### config.mk
export PLATFORM = sky130hd
export DESIGN_NAME = sprite_layer_compositor
export DESIGN_NICKNAME = d
export VERILOG_FILES = /design/src/rtl/sprite_layer_compositor.sv
export SDC_FILE = /design/constraint.sdc
export NUM_CORES = 2
export LEC_CHECK = 0
export CAP_MARGIN = 20
export CORE_UTILIZATION = 50
export CTS_CLUSTER_SIZE = 24
export DETAILED_ROUTE_END_ITERATION = 7
export PLACE_DENSITY = 0.76
export SYNTH_ARGS = -nofsm -noshare
export SYNTH_HDL_FRONTEND = slang
export SYNTH_SLANG_ARGS = --single-unit
### constraint.sdc
create_clock -name Clk -period 2 [get_ports Clk]
set_input_delay 0.4 -clock Clk [delete_from_list [all_inputs] [get_ports Clk]]
set_output_delay 0.4 -clock Clk [all_outputs]
set_load 0.01 [all_outputs]
### src/rtl/sprite_layer_compositor.sv
// N-layer sprite compositor: hit-test + ROM addressing, then priority/transparency merge.
// Optional COMPOSITOR_COLLISION_EN adds per-frame layer collision flags.
module sprite_layer_compositor #(
    parameter int NUM_LAYERS = 4,
    parameter int COORD_W    = 10,
    parameter int ADDR_W     = 19,
    parameter int COLOR_W    = 8,
    parameter int ROM_LAT    = 1
) (
    input  logic                            Clk,
    input  logic                            Reset_n,
    input  logic                            pix_valid,
    input  logic                            frame_start,
    input  logic [COORD_W-1:0]              DrawX,
    input  logic [COORD_W-1:0]              DrawY,
    input  logic [NUM_LAYERS-1:0]           layer_en,
    input  logic [NUM_LAYERS-1:0]           layer_flip,
    input  logic [NUM_LAYERS*COORD_W-1:0]   layer_x,
    input  logic [NUM_LAYERS*COORD_W-1:0]   layer_y,
    input  logic [NUM_LAYERS*COORD_W-1:0]   layer_w,
    input  logic [NUM_LAYERS*COORD_W-1:0]   layer_h,
    input  logic [NUM_LAYERS*ADDR_W-1:0]    layer_base,
    output logic [NUM_LAYERS*ADDR_W-1:0]    rom_addr,
    input  logic [NUM_LAYERS*3*COLOR_W-1:0] rom_rgb,
    input  logic [NUM_LAYERS-1:0]           rom_zero,
    input  logic [3*COLOR_W-1:0]            bg_rgb,
    output logic                            out_valid,
    output logic [COLOR_W-1:0]              VGA_R,
    output logic [COLOR_W-1:0]              VGA_G,
    output logic [COLOR_W-1:0]              VGA_B,
    output logic [NUM_LAYERS-1:0]           collide_flags
);

    localparam int CW1   = COORD_W + 1;
    localparam int PW    = 2 * CW1;
    localparam int RGB_W = 3 * COLOR_W;

    logic [NUM_LAYERS*ADDR_W-1:0] addr_d, addr_q;
    logic [NUM_LAYERS-1:0]        hit_d, hit_q;
    logic                         vld_q;
    logic [NUM_LAYERS-1:0]        hit_dl_q [ROM_LAT];
    logic                         vld_dl_q [ROM_LAT];
    logic [NUM_LAYERS-1:0]        hit_a, opaque;
    logic                         vld_a;
    logic [RGB_W-1:0]             rgb_sel, rgb_d, rgb_q;
    logic                         out_valid_q;

    // Differences are one bit wider than coordinates so clipped sprites never wrap.
    for (genvar g = 0; g < NUM_LAYERS; g++) begin : g_layer
        logic [COORD_W-1:0] lx, ly, lw, lh;
        logic [CW1-1:0]     dx, dy, col;
        logic [ADDR_W-1:0]  a;
        assign lx  = layer_x[g*COORD_W +: COORD_W];
        assign ly  = layer_y[g*COORD_W +: COORD_W];
        assign lw  = layer_w[g*COORD_W +: COORD_W];
        assign lh  = layer_h[g*COORD_W +: COORD_W];
        assign dx  = {1'b0, DrawX} - {1'b0, lx};
        assign dy  = {1'b0, DrawY} - {1'b0, ly};
        assign col = layer_flip[g] ? ({1'b0, lw} - CW1'(1) - dx) : dx;
        assign a   = layer_base[g*ADDR_W +: ADDR_W]
                   + ADDR_W'(PW'(dy) * PW'(lw))
                   + ADDR_W'(col);
        assign hit_d[g] = layer_en[g] & pix_valid
                        & (DrawX >= lx) & (dx < {1'b0, lw})
                        & (DrawY >= ly) & (dy < {1'b0, lh});
        assign addr_d[g*ADDR_W +: ADDR_W] = hit_d[g] ? a : '0;
    end

    always_ff @(posedge Clk or negedge Reset_n) begin
        if (!Reset_n) begin
            addr_q <= '0;
            hit_q  <= '0;
            vld_q  <= 1'b0;
            for (int k = 0; k < ROM_LAT; k++) begin
                hit_dl_q[k] <= '0;
                vld_dl_q[k] <= 1'b0;
            end
            rgb_q       <= '0;
            out_valid_q <= 1'b0;
        end else begin
            addr_q      <= addr_d;
            hit_q       <= hit_d;
            vld_q       <= pix_valid;
            hit_dl_q[0] <= hit_q;
            vld_dl_q[0] <= vld_q;
            for (int k = 1; k < ROM_LAT; k++) begin
                hit_dl_q[k] <= hit_dl_q[k-1];
                vld_dl_q[k] <= vld_dl_q[k-1];
            end
            rgb_q       <= rgb_d;
            out_valid_q <= vld_a;
        end
    end

    assign hit_a  = hit_dl_q[ROM_LAT-1];
    assign vld_a  = vld_dl_q[ROM_LAT-1];
    assign opaque = hit_a & ~rom_zero;

    // Walk from lowest priority up so layer 0 wins.
    always_comb begin
        rgb_sel = bg_rgb;
        for (int i = NUM_LAYERS - 1; i >= 0; i--) begin
            if (opaque[i]) rgb_sel = rom_rgb[i*RGB_W +: RGB_W];
        end
        rgb_d = vld_a ? rgb_sel : '0;
    end

`ifdef COMPOSITOR_COLLISION_EN
    logic                  fs_q;
    logic                  fs_dl_q [ROM_LAT];
    logic                  fs_a;
    logic [NUM_LAYERS-1:0] live_d, live_q, coll_q;

    always_comb begin
        live_d = '0;
        for (int i = 0; i < NUM_LAYERS; i++) begin
            live_d[i] = opaque[i] & |(opaque & ~(NUM_LAYERS'(1) << i));
        end
    end

    assign fs_a = fs_dl_q[ROM_LAT-1];

    always_ff @(posedge Clk or negedge Reset_n) begin
        if (!Reset_n) begin
            fs_q <= 1'b0;
            for (int k = 0; k < ROM_LAT; k++) fs_dl_q[k] <= 1'b0;
            live_q <= '0;
            coll_q <= '0;
        end else begin
            fs_q       <= frame_start & pix_valid;
            fs_dl_q[0] <= fs_q;
            for (int k = 1; k < ROM_LAT; k++) fs_dl_q[k] <= fs_dl_q[k-1];
            if (fs_a) begin
                coll_q <= live_q;
                live_q <= live_d;
            end else begin
                live_q <= live_q | live_d;
            end
        end
    end

    assign collide_flags = coll_q;
`else
    logic unused_fs;
    assign unused_fs     = frame_start;
    assign collide_flags = '0;
`endif

    assign rom_addr  = addr_q;
    assign out_valid = out_valid_q;
    assign VGA_R     = rgb_q[2*COLOR_W +: COLOR_W];
    assign VGA_G     = rgb_q[COLOR_W +: COLOR_W];
    assign VGA_B     = rgb_q[0 +: COLOR_W];

endmodule

==> results.md <==
Outcome:
- The flow ran to the end, but the final reports show violations.
- The final reports fail on setup timing.

Global route:
- The first global-routing pass estimated 156 mm of wire.
- The global routing usage summed across all routing layers is 35.9%.
- The number of global-route vias before repair is 29.7k.
- The number of antenna violations at the first check in global routing is 28.
- Entering global routing, the biggest net connects 49 pins.
- The total global routing overflow is 0.

Floorplanning:
- The total die area is 57900 um^2.
- The initial core utilization is 50.5%.
- From bottom edge to top edge, the die measures 241 um.
- Row generation in the floorplan step produced 87 rows.
- The die boundary width is 241 um.
- The total I/O pin count is 497.
- The core outline area is 56400 um^2.

Finish:
- The area growth from synthesis to layout is 51.5%.
- Of the cells placed in the final design, the portion with a size suffix greater than 1 is 27.9%.
- The count of fill cells added during filler insertion is 3891.
- The final design utilization is 76.5%.
- Summing all non-filler instances in the final layout gives an area of 43200 um^2.
- The total number of nets in the final design is 5752.
- The leading cell type in the layout, fill and taps excluded is sky130_fd_sc_hd__buf_4.
- Leaving out fill and tap cells, the most frequent cells in the layout are 740 x sky130_fd_sc_hd__buf_4, 697 x sky130_fd_sc_hd__inv_1, 454 x sky130_fd_sc_hd__clkdlybuf4s50_1.

Critical path:
- The cell occurring most often along the worst timing path is sky130_fd_sc_hd__fa_1.
- The kind of cell adding the most delay to the critical path is adder cells.
- The critical path is of the in2reg type.
- The worst register-to-register path has a depth of 9.
- Data on the critical path is required at its endpoint by 2.33 ns.
- The cell at the slowest stage of the critical path is sky130_fd_sc_hd__fa_1.
- Data arrives at the worst endpoint at 7.12 ns.
- The largest stage delay on the critical path is 0.57 ns.
- Along the worst path, the maximum fanout reaches 3.
- The buffers plus inverters on the worst setup path is 6.
- The startpoint kind of the worst setup timing path is an input port.
- STA classifies the critical path endpoint as a flop.
- Counting buffers and inverters, the worst setup path is 30 cells deep.

Synthesis:
- After synthesis the cells add up to 28500 um^2.
- The number of flops mapped to enable cells by yosys is 0.
- After synthesis, flip-flops and latches occupy 9.75% of the total area.
- The compound-gate portion of the synthesized area is 12.9%.
- The top cell type by area accounts for 28.7% of the synthesized area.
- The average instance in the mapped netlist occupies 8.30 um^2.
- After Yosys synthesis, and, or, nand and nor cells account for 16.1% of the synthesized area.
- The Yosys warning count is 0.
- In the post-synthesis netlist, the biggest area contributors are sky130_fd_sc_hd__fa_1 29%, sky130_fd_sc_hd__ha_1 15%, sky130_fd_sc_hd__inv_1 10%.
- The cell type contributing the most total cell area after synthesis is sky130_fd_sc_hd__fa_1.
- The synthesized design contains 111 register bits.
- The synthesized netlist devotes 43.8% of its cell area to adder and majority cells.
- The number of different library cells used by synthesis comes to 92.
- The xor/xnor cell area share of the yosys netlist is 4.19%.
- Of all flip-flops after synthesis, the portion carrying an async set or reset was 100%.
- The multiplexer share of the synthesized area is 1.41%.
- After technology mapping, the gate count stands at 3432.
- The primary flip-flop cell chosen by synthesis mapping is sky130_fd_sc_hd__dfrtp_1.
- After synthesis, the largest family of logic cells by area is adder cells.

Clocking:
- The tree is rooted in a sky130_fd_sc_hd__clkbuf_16.
- The H-tree was split into 3 levels.
- The maximum buffer depth of the clock tree is 2.
- The TritonCTS buffer count is 9.
- The count of clock tree sinks is 111.
- The CTS tree is yes.
- The insertion delay to the later sink of the worst-skew pair is 0.41 ns.
- The clock transition at the register clock pins on the worst setup and hold paths after CTS is 0.09 ns.

Placement:
- The congestion estimate from routability-driven global placement came to 0.997.
- The post-detailed-placement half-perimeter wirelength is 84.0 mm.
- Port buffering added 491 buffers.
- Timing analysis after detailed placement gives a worst setup slack of -5.59 ns.
- The instance area at placement is 40000 um^2.

Detailed routing:
- In the routed design, unresolved DRC markers number 0.
- The number of vias after detailed routing is 28.7k.
- The number of iterations in the first detailed-routing pass is 6.
- Dividing the detail-routed wire length by the instance count gives 19.3 um.
- The number of DRC markers in iteration 0 is 1553.
- After detailed routing, the number of vias per cell comes to 5.33.
- The total wire length is 104 mm.
- The residual antenna-violating net count after detailed routing is 0.

Timing:
- The final number of max-transition violations was 0.
- In the post-route analysis, the smallest setup slack over all paths is -4.79 ns.
- After layout, the worst path uses 340% of the clock period.
- The worst clock skew is 0.00389 ns.
- The total count of hold-check failures in the final report is 0.
- Static timing analysis puts the maximum clock frequency at 147 MHz.
- The final setup violation count is 80.
- After layout, the minimum clock period comes to 6.79 ns.
- Headroom to the max-slew limit came out at 53.9%.
- The slew of the pin with the lowest slew margin is 0.683 ns.
- Setup repair after global routing could not meet its margin everywhere.

Min path:
- The classification of the worst-slack hold path is reg2reg.
- The worst hold path passes through 0 cells.

Flow run:
- The number of violations of the max-capacitance limit is 0.
synth_stat cells (all sizes together) (8+ instances only):
library cell and number:
a31oi 14, a21oi 146, a211o 9, nand2b 27
nand3 24, or3 15, o211a 29, a211oi 41
nor3 60, clkbuf 103, nor2b 46, xor2 54
nor2 200, xnor2 80, nand2 386, fa 408
a21o 46, ha 344, o31ai 13, o21bai 10
mux2i 31, inv 773, o21a 36, dfrtp 111
mux2 8, o2111ai 9, or2 13, a2111oi 13
and2 138, o21ai 93, and3 14, buf 17
o211ai 8, nand4 12, nor3b 10
registers in the layout, indices dropped and copies added, names as in the netlist:
| register | flops |
|---|---|
| rom_addr | 76 |
| vld_q | 1 |
| hit_a | 4 |
| out_valid | 1 |
| rgb_q | 24 |
| hit_q | 4 |
| vld_a | 1 |
logic make-up (layout without fill, tap and decap cells):
logic type / after synthesis / count (layout)
flops: 111 / 111
other cells: 1 / 25
xor+xnor: 134 / 134
compound gates: 531 / 531
fa+ha+maj: 752 / 752
buf+inv: 893 / 2071
mux: 39 / 39
simple gates: 971 / 971
worst paths after layout:
check	start	end	slack, ns
min	hit_q[3]	hit_a[3]	0.36
max reg2reg	hit_a[2]	rgb_q[1]	0.32
max in group asynchronous	Reset_n	rom_addr[36]	0.92
min in group asynchronous	Reset_n	rom_addr[42]	0.46
min reg2reg	hit_q[3]	hit_a[3]	0.36
max	DrawX[0]	rom_addr[56]	-4.79
cell type report:
cell class / count / area, um^2 / share of cell area [%]
sequential: 111 / 2780 / 6.44
tap: 756 / 946 / 2.19
timing repair buffer: 1282 / 11200 / 25.9
multi-input combinational: 2431 / 25000 / 57.9
clock buffer: 9 / 225 / 0.522
inverter: 773 / 2920 / 6.78
antenna: 21 / 52.6 / 0.122
clock inverter: 7 / 66.3 / 0.154
through the flow:
stage	hold slack, ns	setup TNS, ns	std cells
2_1_floorplan	0.104	-263.55	3435
3_5_place_dp	0.325	-348.64	5254
3_3_place_gp	0.326	-341.35	5254
5_1_grt	0.361	-296.70	5384
4_1_cts	0.350	-289.81	5341
6_report	0.360	-281.99	5390
per-layer routing:
| metal | GRT usage, % | share of wire (%) |
|---|---|---|
| met2 | 60.5 | 48 |
| met3 | 9.85 | 8.4 |
| met5 | 0 | 0.11 |
| met1 | 39.6 | 36 |
| met4 | 24.1 | 7.1 |
what timing repair did:
item                       4_1_cts  5_1_grt
buffers inserted                73       31
hold buffers                     1        0
gates cloned                     0        2
setup endpoints to repair       80       80
hold endpoints to repair        30        0
pin swaps                      192      145
gates resized for setup        319      187
Power is left out: the tool's default activity adds up to more than one toggle a clock period on the data nets, which glitch-free logic cannot reach.
